[config.mk]
export PLATFORM = sky130hd
export DESIGN_NAME = mc_control_unit_flat
export DESIGN_NICKNAME = d
export VERILOG_FILES = /design/src/rtl/mc_control_unit_if.sv /design/src/rtl/mc_control_unit.sv /design/src/flat_wrapper.sv
export SDC_FILE = /design/constraint.sdc
export NUM_CORES = 1
export LEC_CHECK = 0
export CORE_MARGIN = 4
export CORE_UTILIZATION = 32
export CTS_CLUSTER_SIZE = 10
export DETAILED_ROUTE_END_ITERATION = 7
export PLACE_DENSITY = 0.77
export SLEW_MARGIN = 0
export SYNTH_ARGS = -nofsm -noshare
export SYNTH_HDL_FRONTEND = slang
export SYNTH_SLANG_ARGS = --single-unit
[constraint.sdc]
create_clock -name clk -period 1.7 [get_ports clk]
set_input_delay 0.255 -clock clk [delete_from_list [all_inputs] [get_ports clk]]
set_output_delay 0.255 -clock clk [all_outputs]
set_load 0.005 [all_outputs]
[src/rtl/mc_control_unit_if.sv]
// Instruction-field inputs and datapath control outputs of mc_control_unit.
// master drives the decoded instruction fields, slave is the control unit.
interface mc_ctrl_if;
  logic [1:0] Op;
  logic [5:0] Funct;
  logic [3:0] Rd;
  logic       Mul;

  logic [1:0] FlagW;
  logic       PCS;
  logic       NextPC;
  logic       RegW;
  logic       MemW;
  logic       IRWrite;
  logic       AdrSrc;
  logic [1:0] ResultSrc;
  logic [1:0] ALUSrcA;
  logic [1:0] ALUSrcB;
  logic [1:0] ImmSrc;
  logic [1:0] RegSrc;
  logic [3:0] ALUControl;
  logic       Illegal;

  modport master (
    output Op, Funct, Rd, Mul,
    input  FlagW, PCS, NextPC, RegW, MemW, IRWrite, AdrSrc,
    input  ResultSrc, ALUSrcA, ALUSrcB, ImmSrc, RegSrc, ALUControl, Illegal
  );

  modport slave (
    input  Op, Funct, Rd, Mul,
    output FlagW, PCS, NextPC, RegW, MemW, IRWrite, AdrSrc,
    output ResultSrc, ALUSrcA, ALUSrcB, ImmSrc, RegSrc, ALUControl, Illegal
  );
endinterface

[src/rtl/mc_control_unit.sv]
// Multicycle ARM control unit: main FSM, ALU decoder, PC-write and instruction decode.
// Iterative multiply (Mul input, MULEX state, counter) is built only when DECODE_MUL_EN is defined.
//
// state    | meaning
// FETCH    | read instruction, PC <- PC+4
// DECODE   | read registers, compute PC+8
// MEMADR   | compute load/store address
// MEMREAD  | read data memory
// MEMWB    | write loaded word to register file
// MEMWRITE | write data memory
// EXECUTER | ALU op, register operand
// EXECUTEI | ALU op, immediate operand
// MULEX    | iterative multiply, MUL_CYCLES cycles
// ALUWB    | write ALU result (suppressed for CMP/TST)
// BRANCH   | compute branch target and write PC
// UNKNOWN  | undefined Op, flag Illegal for one cycle
module mc_control_unit #(
  parameter int         MUL_CYCLES = 4,
  parameter logic [3:0] PC_REG     = 4'd15
) (
  input  logic      clk,
  input  logic      reset,
  mc_ctrl_if.slave  ctrl
);

  typedef enum logic [3:0] {
    S_FETCH    = 4'd0,
    S_DECODE   = 4'd1,
    S_MEMADR   = 4'd2,
    S_MEMREAD  = 4'd3,
    S_MEMWB    = 4'd4,
    S_MEMWRITE = 4'd5,
    S_EXECUTER = 4'd6,
    S_EXECUTEI = 4'd7,
    S_MULEX    = 4'd8,
    S_ALUWB    = 4'd9,
    S_BRANCH   = 4'd10,
    S_UNKNOWN  = 4'd11
  } state_t;

  generate
    if ((MUL_CYCLES < 1) || (MUL_CYCLES > 15)) begin : g_bad_mul_cycles
      $error("mc_control_unit: MUL_CYCLES must be in 1..15");
    end
  endgenerate

  state_t     r_state;
  state_t     w_next;
  logic [3:0] w_cmd;
  logic       w_s;
  logic       w_mul_req;
  logic       w_mul_last;
  logic       w_alu_op;
  logic       w_branch;
  logic       w_no_write;
  logic       w_regw;
  logic       w_memw;
  logic       w_irwrite;
  logic       w_nextpc;
  logic       w_adrsrc;
  logic       w_illegal;
  logic [1:0] w_resultsrc;
  logic [1:0] w_alusrca;
  logic [1:0] w_alusrcb;
  logic [3:0] w_alucontrol;
  logic [1:0] w_flagw;

  assign w_cmd      = ctrl.Funct[4:1];
  assign w_s        = ctrl.Funct[0];
  assign w_no_write = (w_cmd == 4'b1010) || (w_cmd == 4'b1000);

`ifdef DECODE_MUL_EN
  localparam logic [3:0] MUL_LOAD = 4'(MUL_CYCLES - 1);

  logic [3:0] r_mul_cnt;

  assign w_mul_req  = ctrl.Mul;
  assign w_mul_last = (r_mul_cnt == 4'd0);

  // Counter is loaded on the DECODE->MULEX edge and counts down to the exit.
  always_ff @(posedge clk) begin
    if (reset) begin
      r_mul_cnt <= 4'd0;
    end else if ((r_state == S_DECODE) && (w_next == S_MULEX)) begin
      r_mul_cnt <= MUL_LOAD;
    end else if ((r_state == S_MULEX) && (r_mul_cnt != 4'd0)) begin
      r_mul_cnt <= r_mul_cnt - 4'd1;
    end
  end
`else
  assign w_mul_req  = 1'b0;
  assign w_mul_last = 1'b0;
`endif

  always_ff @(posedge clk) begin
    if (reset) begin
      r_state <= S_FETCH;
    end else begin
      r_state <= w_next;
    end
  end

  always_comb begin
    w_next      = S_FETCH;
    w_irwrite   = 1'b0;
    w_nextpc    = 1'b0;
    w_adrsrc    = 1'b0;
    w_alusrca   = 2'b00;
    w_alusrcb   = 2'b00;
    w_resultsrc = 2'b00;
    w_regw      = 1'b0;
    w_memw      = 1'b0;
    w_alu_op    = 1'b0;
    w_branch    = 1'b0;
    w_illegal   = 1'b0;
    case (r_state)
      S_FETCH: begin
        w_irwrite   = 1'b1;
        w_nextpc    = 1'b1;
        w_alusrca   = 2'b01;
        w_alusrcb   = 2'b10;
        w_resultsrc = 2'b10;
        w_next      = S_DECODE;
      end
      S_DECODE: begin
        w_alusrca   = 2'b01;
        w_alusrcb   = 2'b10;
        w_resultsrc = 2'b10;
        case (ctrl.Op)
          2'b00: begin
            if (w_mul_req)           w_next = S_MULEX;
            else if (ctrl.Funct[5])  w_next = S_EXECUTEI;
            else                     w_next = S_EXECUTER;
          end
          2'b01:   w_next = S_MEMADR;
          2'b10:   w_next = S_BRANCH;
          default: w_next = S_UNKNOWN;
        endcase
      end
      S_MEMADR: begin
        w_alusrcb = 2'b01;
        w_next    = ctrl.Funct[0] ? S_MEMREAD : S_MEMWRITE;
      end
      S_MEMREAD: begin
        w_adrsrc = 1'b1;
        w_next   = S_MEMWB;
      end
      S_MEMWB: begin
        w_resultsrc = 2'b01;
        w_regw      = 1'b1;
      end
      S_MEMWRITE: begin
        w_adrsrc = 1'b1;
        w_memw   = 1'b1;
      end
      S_EXECUTER: begin
        w_alu_op = 1'b1;
        w_next   = S_ALUWB;
      end
      S_EXECUTEI: begin
        w_alusrcb = 2'b01;
        w_alu_op  = 1'b1;
        w_next    = S_ALUWB;
      end
      S_MULEX: begin
        w_alu_op = 1'b1;
        w_next   = w_mul_last ? S_ALUWB : S_MULEX;
      end
      S_ALUWB: begin
        w_regw = ~w_no_write;
      end
      S_BRANCH: begin
        w_alusrca   = 2'b10;
        w_alusrcb   = 2'b01;
        w_resultsrc = 2'b10;
        w_branch    = 1'b1;
      end
      S_UNKNOWN: begin
        w_illegal = 1'b1;
      end
      default: begin
        w_next = S_FETCH;
      end
    endcase
  end

  always_comb begin
    w_alucontrol = 4'b0000;
    w_flagw      = 2'b00;
    if (w_alu_op) begin
      case (w_cmd)
        4'b0100: w_alucontrol = 4'b0000;
        4'b0010: w_alucontrol = 4'b0001;
        4'b1010: w_alucontrol = 4'b0001;
        4'b0000: w_alucontrol = 4'b0010;
        4'b1000: w_alucontrol = 4'b0010;
        4'b1100: w_alucontrol = 4'b0011;
        4'b0001: w_alucontrol = 4'b0100;
        4'b1101: w_alucontrol = 4'b0101;
        default: w_alucontrol = 4'b0000;
      endcase
      w_flagw[1] = w_s;
      w_flagw[0] = w_s & ((w_cmd == 4'b0100) || (w_cmd == 4'b0010) || (w_cmd == 4'b1010));
      // Multiply updates NZ only, and only once the product is complete.
      if (r_state == S_MULEX) begin
        w_alucontrol = 4'b0110;
        w_flagw      = {w_s & w_mul_last, 1'b0};
      end
    end
  end

  assign ctrl.IRWrite    = w_irwrite;
  assign ctrl.NextPC     = w_nextpc;
  assign ctrl.AdrSrc     = w_adrsrc;
  assign ctrl.ALUSrcA    = w_alusrca;
  assign ctrl.ALUSrcB    = w_alusrcb;
  assign ctrl.ResultSrc  = w_resultsrc;
  assign ctrl.RegW       = w_regw;
  assign ctrl.MemW       = w_memw;
  assign ctrl.Illegal    = w_illegal;
  assign ctrl.ALUControl = w_alucontrol;
  assign ctrl.FlagW      = w_flagw;
  assign ctrl.PCS        = ((ctrl.Rd == PC_REG) & w_regw) | w_branch;
  assign ctrl.ImmSrc     = ctrl.Op;
  assign ctrl.RegSrc     = {(ctrl.Op == 2'b01), (ctrl.Op == 2'b10)};

endmodule

[src/flat_wrapper.sv]
// flat-port wrapper written by rule: the top's interface ports become plain ports
module mc_control_unit_flat 
#(
  parameter int         MUL_CYCLES = 4,
  parameter logic [3:0] PC_REG     = 4'd15
)
  (clk, reset, ctrl_Op, ctrl_Funct, ctrl_Rd, ctrl_Mul, ctrl_FlagW, ctrl_PCS, ctrl_NextPC, ctrl_RegW, ctrl_MemW, ctrl_IRWrite, ctrl_AdrSrc, ctrl_ResultSrc, ctrl_ALUSrcA, ctrl_ALUSrcB, ctrl_ImmSrc, ctrl_RegSrc, ctrl_ALUControl, ctrl_Illegal);
  mc_ctrl_if ctrl_i ();
  input  logic clk;
  input  logic reset;
  input wire logic [$bits(ctrl_i.Op)-1:0] ctrl_Op;
  input wire logic [$bits(ctrl_i.Funct)-1:0] ctrl_Funct;
  input wire logic [$bits(ctrl_i.Rd)-1:0] ctrl_Rd;
  input wire logic [$bits(ctrl_i.Mul)-1:0] ctrl_Mul;
  output wire logic [$bits(ctrl_i.FlagW)-1:0] ctrl_FlagW;
  output wire logic [$bits(ctrl_i.PCS)-1:0] ctrl_PCS;
  output wire logic [$bits(ctrl_i.NextPC)-1:0] ctrl_NextPC;
  output wire logic [$bits(ctrl_i.RegW)-1:0] ctrl_RegW;
  output wire logic [$bits(ctrl_i.MemW)-1:0] ctrl_MemW;
  output wire logic [$bits(ctrl_i.IRWrite)-1:0] ctrl_IRWrite;
  output wire logic [$bits(ctrl_i.AdrSrc)-1:0] ctrl_AdrSrc;
  output wire logic [$bits(ctrl_i.ResultSrc)-1:0] ctrl_ResultSrc;
  output wire logic [$bits(ctrl_i.ALUSrcA)-1:0] ctrl_ALUSrcA;
  output wire logic [$bits(ctrl_i.ALUSrcB)-1:0] ctrl_ALUSrcB;
  output wire logic [$bits(ctrl_i.ImmSrc)-1:0] ctrl_ImmSrc;
  output wire logic [$bits(ctrl_i.RegSrc)-1:0] ctrl_RegSrc;
  output wire logic [$bits(ctrl_i.ALUControl)-1:0] ctrl_ALUControl;
  output wire logic [$bits(ctrl_i.Illegal)-1:0] ctrl_Illegal;
  assign ctrl_i.Op = ctrl_Op;
  assign ctrl_i.Funct = ctrl_Funct;
  assign ctrl_i.Rd = ctrl_Rd;
  assign ctrl_i.Mul = ctrl_Mul;
  assign ctrl_FlagW = ctrl_i.FlagW;
  assign ctrl_PCS = ctrl_i.PCS;
  assign ctrl_NextPC = ctrl_i.NextPC;
  assign ctrl_RegW = ctrl_i.RegW;
  assign ctrl_MemW = ctrl_i.MemW;
  assign ctrl_IRWrite = ctrl_i.IRWrite;
  assign ctrl_AdrSrc = ctrl_i.AdrSrc;
  assign ctrl_ResultSrc = ctrl_i.ResultSrc;
  assign ctrl_ALUSrcA = ctrl_i.ALUSrcA;
  assign ctrl_ALUSrcB = ctrl_i.ALUSrcB;
  assign ctrl_ImmSrc = ctrl_i.ImmSrc;
  assign ctrl_RegSrc = ctrl_i.RegSrc;
  assign ctrl_ALUControl = ctrl_i.ALUControl;
  assign ctrl_Illegal = ctrl_i.Illegal;
  mc_control_unit #(.MUL_CYCLES(MUL_CYCLES), .PC_REG(PC_REG)) u_core (.clk(clk), .reset(reset), .ctrl(ctrl_i));
endmodule
==> metrics.txt, run 1 <==
status complete, but fails checks; failing checks setup timing; Die W 47.50 µm; commonest non-fill, non-tap cells in the layout buf_4, clkdlybuf4s50_1, dlygate4sd2_1, a21oi_1, buf_2; Design Area, Final 0.001047 mm²; Post-DRT Antenna Nets 0; Critical Path AT 1.46 ns; Leak Pwr 0.5398 nW; Reg2Reg Launch Point u_core.r_state[0]$_SDFF_PP0_; hold-fix buffers at CTS 0; area grow syn2layout 109.8%; post-synthesis cell type count 28; Post-synth ARST share 0; fillers 107; dpl hpwl 1433 µm; Synth Cell Area 499.2 µm²; Slew Viols, Final 0; DP Area 950.9 µm²; diode count 0; final RePlAce weighted congestion 0.7555; number of global-route vias before repair 720; Worst R2R Setup Slack 0.52 ns; Layout Cells excl Fill 139; Via Count 731; Worst Hold Launch reset; TNS Setup -0.01166 ns; Seq/Total Area, Yosys 0.1604; minimum clock period 1.712 ns; CTS buffer count 3; initial antenna violation count 0; EDFF count, synth 0; final net count 141; max reg flops 4; Place WS -0.4564 ns; Iteration-0 DRC Markers 10; Hold Crit Class in2reg; FMAX 584.2 MHz; Layout Skew 0.009764 ns; Startpoint Class register; DRC 0; Max Root-Sink Buffers 2; clk_lat worst skew 0.25 ns; CP endpoint kind primary output; final hold vios 0; peak supply drop 0.3479 mV; die height 47.50 µm; Port Buf Inserts 35; total power 0.5995 mW; Final Util 0.7575; Synth Area per Inst 6.934 µm²; grt ovf 0; core region area 0.001383 mm²; Clock Sinks 4; I/O pins 38; Via density 5.259; biggest regs u_core.r_state: 4 flops; most common flop cell mapped by yosys dfxtp_1; Ys Warns 0; largest net degree at the start of global routing 11; Hold EP u_core.r_state[3]$_SDFF_PP0_; Biggest register u_core.r_state; end of the worst register-to-register path u_core.r_state[3]$_SDFF_PP0_; RSZ-0062 raised after global routing yes; Max Cap Viol 0; root buffer cell clkbuf_4; R2R cell count 4; Final setup viols 1; final hold slack 0.5966 ns; Routed WL per cell 14.76 µm; die area 0.002256 mm²; DRT Wirelength 2051 µm; hold depth 2; Max FO, Critical Path 5; Row Count 13; post-synthesis net count 87; Clock transition at path regs 0.04 ns; setup ws final -0.01166 ns; synthesized instance count 72; commonest non-fill, non-tap cell in the layout buf_4; fraction of layout cells with a size suffix above 1 0.4113; critical path class reg2out; CTS H-tree depth 1; TritonCTS clock tree built; Post-Place Cells 132; Final period util 1.007; GRT Util Overall 0.1820; global-route wire length before repair 2967 µm; Crit path required time 1.44 ns; Pwr per Cell Area 572.5 mW/mm²; initial core utilization 0.3611; first drt pass iteration count 4; synthesis-stage register bit count 4
## how the worst max path moves through the flow
stage                               end  cells past startpoint                    startpoint  slack, ns
after floorplan             ctrl_NextPC                      4  u_core.r_state[1]$_SDFF_PP0_       0.28
after global placement    ctrl_FlagW[0]                      6                 ctrl_Funct[4]      -0.42
after detailed placement       ctrl_PCS                      5                 ctrl_Funct[3]      -0.46
after CTS                      ctrl_PCS                      6  u_core.r_state[3]$_SDFF_PP0_      -0.15
after global routing      ctrl_FlagW[0]                      6  u_core.r_state[3]$_SDFF_PP0_      -0.09
final                     ctrl_FlagW[0]                      6  u_core.r_state[3]$_SDFF_PP0_      -0.01
## metal layers
metal | share of wire | up-vias | wire length [µm] | GRT usage
li1 | - | 352 | - | -
met1 | 0.35 | 347 | 717 | 0.2013
met2 | 0.56 | 30 | 1146 | 0.3529
met3 | 0.078 | 2 | 160 | 0.02256
met4 | 0.013 | 0 | 26 | 0.05525
met5 | 0 | - | 0 | 0
## worst max-delay path: stages, from the launching register on
cell and delay [ns]:
dfxtp_4 0.35, and2b_1 0.21, buf_4 0.12, nand2_4 0.07, buf_6 0.13, nor4_4 0.18
buf_2 0.15
## cells by family (layout without fill, tap and decap cells)
kind of cell | after synthesis | in the layout | synth area share
compound gates | 14 | 14 | 0.1805
flops | 4 | 4 | 0.1604
buf+inv | 12 | 64 | 0.1428
mux | 1 | 1 | 0.02005
simple gates | 38 | 38 | 0.4537
other cells | 1 | 1 | 0.007512
xor+xnor | 2 | 2 | 0.03509
## what timing repair did
action                                  CTS  global route
gates resized for setup                  47            23
buffers inserted                          4             0
endpoints found under the setup margin   17            11
pin swaps                                 4             5
## cells in the mapped netlist, types with 2 or more instances
| master | number | share of area |
|---|---|---|
| nand3b_1 | 4 | 0.060 |
| inv_1 | 3 | 0.023 |
| nand2_1 | 4 | 0.030 |
| nor4_1 | 2 | 0.025 |
| a211o_1 | 2 | 0.035 |
| nor3_1 | 3 | 0.030 |
| buf_4 | 6 | 0.090 |
| or3b_1 | 2 | 0.035 |
| dfxtp_1 | 4 | 0.16 |
| nor3b_1 | 3 | 0.045 |
| and2b_1 | 3 | 0.045 |
| o31ai_1 | 3 | 0.045 |
| nor2b_1 | 3 | 0.038 |
| buf_2 | 3 | 0.030 |
| nor2_1 | 7 | 0.053 |
| xnor2_1 | 2 | 0.035 |
| a21oi_1 | 7 | 0.070 |
## area by class of cell
cell class | count | area, µm² | area share
clock buffers | 3 | 22.52 | 0.02151
well taps | 15 | 18.77 | 0.01792
inverters | 3 | 11.26 | 0.01075
multi-input cells | 56 | 425.4 | 0.4062
repair buffers | 58 | 480.5 | 0.4588
flip-flops and latches | 4 | 88.84 | 0.08483
## power by group
group | internal (mW) | switching, mW | total, mW
registers | 0.107 | 0.0160 | 0.123
clock network | 0.0797 | 0.0497 | 0.129
logic | 0.198 | 0.149 | 0.347
No activity file was read; power rests on OpenSTA's default activity.
==> run 2, diff against run 1 <==
--- a/config.mk
+++ b/config.mk
@@ -7,6 +7,7 @@
 export LEC_CHECK = 0
 export CORE_MARGIN = 4
 export CORE_UTILIZATION = 32
+export CTS_CLUSTER_DIAMETER = 50
 export CTS_CLUSTER_SIZE = 10
 export DETAILED_ROUTE_END_ITERATION = 7
 export PLACE_DENSITY = 0.77
==> results of run 2 <==
Final layout, timing and power as in run 1 (identical DEF).
==> edit 1: new RTL, settings of run 2 <==
Re-encode `state_t` (12 states) as one-hot, 12 bits wide.
--- a/src/rtl/mc_control_unit.sv
+++ b/src/rtl/mc_control_unit.sv
@@ -23,19 +23,19 @@
   mc_ctrl_if.slave  ctrl
 );
 
-  typedef enum logic [3:0] {
-    S_FETCH    = 4'd0,
-    S_DECODE   = 4'd1,
-    S_MEMADR   = 4'd2,
-    S_MEMREAD  = 4'd3,
-    S_MEMWB    = 4'd4,
-    S_MEMWRITE = 4'd5,
-    S_EXECUTER = 4'd6,
-    S_EXECUTEI = 4'd7,
-    S_MULEX    = 4'd8,
-    S_ALUWB    = 4'd9,
-    S_BRANCH   = 4'd10,
-    S_UNKNOWN  = 4'd11
+  typedef enum logic [11:0] {
+    S_FETCH    = 12'b000000000001,
+    S_DECODE   = 12'b000000000010,
+    S_MEMADR   = 12'b000000000100,
+    S_MEMREAD  = 12'b000000001000,
+    S_MEMWB    = 12'b000000010000,
+    S_MEMWRITE = 12'b000000100000,
+    S_EXECUTER = 12'b000001000000,
+    S_EXECUTEI = 12'b000010000000,
+    S_MULEX    = 12'b000100000000,
+    S_ALUWB    = 12'b001000000000,
+    S_BRANCH   = 12'b010000000000,
+    S_UNKNOWN  = 12'b100000000000
   } state_t;
 
   generate
Check against the original RTL: no difference found for any inputs over 10 cycles, from zero or initial values and one cycle with reset high; not proved beyond that.
==> edit 1 against run 2 <==
  * Clock skew decreased by 0.0030 ns
  * Power increased by 67%
  * Worst setup slack got worse by 0.55 ns
  * Critical path depth unchanged
  * Sequential share of layout area increased by 5.8 points
  * Design area increased by 71%
  * Register-to-register slack got worse by 0.72 ns
  * Non-clock buffer count increased by 31
  * Hold slack got worse by 0.20 ns
  * Area after synthesis increased by 66%
  * Clock power increased by 76%
  * Sequential cell count increased by 8
  * The run still ends with negative setup slack left
  * Routed wire length increased by 60%
==> edit 1: results (changes against run 2) <==
The worst stage delay on the critical path is 0.54 ns (was 0.35 ns), and the met1 routing resource usage after global routing is 19.1% (was 20.1%). The first-pass GRT wire length was 5020 um (was 2970 um); the worst-case vdd ir drop was 0.497 mV (was 0.348 mV). The wire length on met3 is 218 um (was 160 um), and the global-route track usage on met2 is 38.0% (was 35.3%). Count of endpoints failing setup in the final report: 19 (was 1). The final worst hold slack is 0.393 ns (was 0.597 ns).

Reg-to-reg setup timing slack: -0.20 ns (was 0.52 ns). The tools report the instance area at placement as 1440 sq um (was 951 sq um). The detailed router's first-iteration violation count is 40 (was 10), and the post-synthesis net count is 117 (was 87). The clock-pin slew of the registers on the worst-case setup and hold paths was 0.08 ns (was 0.04 ns).

The routed wire length is 3290 um (was 2050 um), and the post-detailed-route wirelength per cell is 14.9 um (was 14.8 um). Main area contributors after synthesis: dfxtp_1 (29%), nor2_1 (9.0%), nor3_4 (3.9%), buf_4 (3.6%), nand2_1 (3.2%) (was dfxtp_1 (16%), buf_4 (9.0%), a21oi_1 (7.0%), nand3b_1 (6.0%), nor2_1 (5.3%)). The number of library cell types mapped by synthesis was 42 (was 28); the post-route worst setup slack was -0.557 ns (was -0.0117 ns). The tools report the fraction of met3 tracks used by global routing as 3.51% (was 2.26%). The clock skew after layout was 0.00675 ns (was 0.00976 ns).

The number of stages on the worst hold path works out to 3 (was 2). The share of layout cells above drive strength 1 was 63.7% (was 41.1%). The worst reg2reg path endpoint was u_core.r_state[7]$_SDFF_PP0_ (was u_core.r_state[3]$_SDFF_PP0_).

For the wire length the detailed router placed on met1, the log shows 1140 um (was 717 um). Violated checks: negative setup slack (unchanged). The proportion of synthesized chip area in sequential cells is 29.0% (was 16.0%), and the clock latency on the worst-skew pair is 0.27 ns (was 0.25 ns).

The flow ran to the end, but the final reports show violations. The detailed placement HPWL was 2120 um (was 1430 um); the top fanout value on the critical path was 3 (was 5).
==> edit 1: worst max-delay path by stage <==
stage / from / to / depth (start not counted)
finish: u_core.r_state[2]$_SDFF_PP0_ / ctrl_ALUControl[1] / 6
global route: u_core.r_state[2]$_SDFF_PP0_ / ctrl_ALUControl[1] / 6
CTS: u_core.r_state[0]$_SDFF_PP1_ / ctrl_ALUControl[1] / 6
detailed placement: u_core.r_state[2]$_SDFF_PP0_ / ctrl_ALUControl[1] / 5
global placement: u_core.r_state[2]$_SDFF_PP0_ / ctrl_ALUControl[1] / 5
floorplan: u_core.r_state[2]$_SDFF_PP0_ / ctrl_ALUControl[1] / 5
==> edit 1: cell families (layout without fill, tap and decap cells) <==
family	count (synthesis)	count (layout)	share of synthesized area [%]
mux	1	1	1.21
flops	12	12	29.0
xor+xnor	3	3	3.17
compound gates	13	13	12.1
other cells	1	1	0.452
buf+inv	9	97	6.79
simple gates	63	63	47.4
==> edit 1: layout make-up <==
type | instances | area (sq um) | share of cell area, %
multi-input combinational | 81 | 703 | 39.3
sequential | 12 | 255 | 14.3
inverter | 4 | 15.0 | 0.839
timing repair buffer | 89 | 743 | 41.5
tap | 30 | 37.5 | 2.10
clock buffer | 4 | 36.3 | 2.03
==> edit 1: power groups by stage <==
stage               combinational, uW  clock (uW)  sequential [uW]
floorplan                         144           0              314
global placement                  337           0              309
detailed placement                346           0              310
CTS                               395         235              301
global route                      508         248              303
finish                            473         227              302
==> edit 1: timing repair <==
item,4_1_cts,5_1_grt
hold endpoints to repair,0,0
resized for setup,102,31
endpoints found under the setup margin,25,27
buffers inserted,22,7
pin swaps,21,12
cloned,0,0
==> edit 2: new RTL, config.mk and constraints of run 2 <==
Made on the original files. Build with the macro `DECODE_MUL_EN` defined.
--- a/src/rtl/mc_control_unit.sv
+++ b/src/rtl/mc_control_unit.sv
@@ -14,6 +14,8 @@
 // ALUWB    | write ALU result (suppressed for CMP/TST)
 // BRANCH   | compute branch target and write PC
 // UNKNOWN  | undefined Op, flag Illegal for one cycle
+`define DECODE_MUL_EN
+
 module mc_control_unit #(
   parameter int         MUL_CYCLES = 4,
   parameter logic [3:0] PC_REG     = 4'd15
Behaviour: not the same (Yosys sat finds a counterexample within 4 cycles, from zero or initial values and one cycle with reset high).
==> edit 2 against run 2 <==
  * The run still ends with negative setup slack left
  * Non-clock buffer count increased by 21
  * Sequential cell count increased by 4
  * Power up 56%
  * Die area is 52% higher
  * Worst setup slack worse by 0.21 ns
  * Design area increased by 54%
  * Utilization shrank 9.9 points
  * Area after synthesis rose by 63%
  * Clock skew about the same
  * Routed wire length grew 45%
  * Largest power group unchanged
  * Highest routed layer unchanged
==> edit 2: results (changes against run 2) <==
The tools report the post-synthesis net count as 128 (was 87). Top cell types by occurrence after synthesis: nor2_1 (12), dfxtp_1 (8), inv_1 (7) (was a21oi_1 (7), nor2_1 (7), buf_4 (6)). The worst-case vdd ir drop was 0.384 mV (was 0.348 mV); the number of fill cells in the layout was 198 (was 107).

The run gives 2040 um (was 1430 um) as the detailed placement HPWL. The master of the slowest instance on the critical path was or4b_4 (was dfxtp_4). The tools report the detailed router's first-iteration violation count as 24 (was 10).

Main area contributors after synthesis: dfxtp_1 (20%), ha_1 (9.2%), nor2_1 (5.5%), nand2b_1 (3.8%), mux2i_1 (3.7%) (was dfxtp_1 (16%), buf_4 (9.0%), a21oi_1 (7.0%), nand3b_1 (6.0%), nor2_1 (5.3%)). Violated checks: negative setup slack (unchanged). The area share of fa/ha/maj cells after synthesis was 9.20% (was 0%). The clock network power was 152 uW (was 129 uW). The worst stage delay on the critical path is 0.50 ns (was 0.35 ns). Number of buffers added on ports: 36 (was 35). The maximum number of pins on one net before global-route repair came out at 8 (was 11). Type of the most critical hold path: reg2reg (was in2reg).

The number of global-route vias before repair is 1,045 (was 720). The power density of the placed cells was 577 nW/um^2 (was 572 nW/um^2). Global placement routability congestion: 0.818 (was 0.756).

The number of library cell types mapped by synthesis came out at 38 (was 28). Switching power share of the total: 34.7% (was 35.9%). The total via count in the routed design is 1,082 (was 731). Overall fraction of global-route tracks in use: 17.0% (was 18.2%). The flow ran to the end, but the final reports show violations. The fraction of the mapped netlist area in compound gates was 14.7% (was 18.0%); the post-route worst setup slack was -0.218 ns (was -0.0117 ns). First-pass GRT wire length: 4440 um (was 2970 um). The number of nets at the end of the flow is 202 (was 141), and the count of endpoints failing setup in the final report is 6 (was 1). The clock latency on the worst-skew pair came out at 0.27 ns (was 0.25 ns). The tools report the power dissipated in combinational cells as 554 uW (was 347 uW).
==> edit 2: cell types whose count changed after synthesis, sizes merged, moves of 4 or more <==
cell	change
nand2b	+4
nor2	+5
a21oi	-4
clkbuf	+4
inv	+4
dfxtp	+4
ha	+6
==> edit 2: through the flow <==
step                      cell area, sq um  hold slack, ns  worst slack (ns)  cells
after floorplan                        823           0.324          -0.00262    107
after global placement                1410           0.536            -0.464    196
after detailed placement              1410           0.530            -0.514    196
after CTS                             1540           0.572            -0.192    205
after global routing                  1620           0.596            -0.266    209
final                                 1620           0.566            -0.218    209
==> edit 2: worst paths after layout <==
kind | from | end | slack, ns | cells after the start
setup / recovery | u_core.r_state[2]$_SDFF_PP0_ | u_core.r_mul_cnt[0]$_SDFFE_PP0P_ | -0.22 | 5
hold / removal | u_core.r_mul_cnt[3]$_SDFFE_PP0P_ | u_core.r_mul_cnt[3]$_SDFFE_PP0P_ | 0.57 | 2
setup reg to reg | u_core.r_state[2]$_SDFF_PP0_ | u_core.r_mul_cnt[0]$_SDFFE_PP0P_ | -0.22 | 5
hold reg to reg | u_core.r_mul_cnt[3]$_SDFFE_PP0P_ | u_core.r_mul_cnt[3]$_SDFFE_PP0P_ | 0.57 | 2
==> edit 2: layer usage <==
| layer | track usage, % | share of wire (%) | up-vias |
|---|---|---|---|
| li1 | - | - | 523 |
| met2 | 31.7 | 52 | 56 |
| met1 | 16.6 | 36 | 491 |
| met4 | 8.61 | 3.1 | 0 |
| met3 | 5.04 | 8.6 | 12 |
| met5 | 0 | 0 | - |
==> edit 2: layout make-up <==
cell class	instances	area share (%)
clock buffers	3	1.39
repair buffers	79	40.3
flip-flops and latches	8	10.7
inverters	7	1.63
well taps	30	2.32
multi-input cells	82	43.7
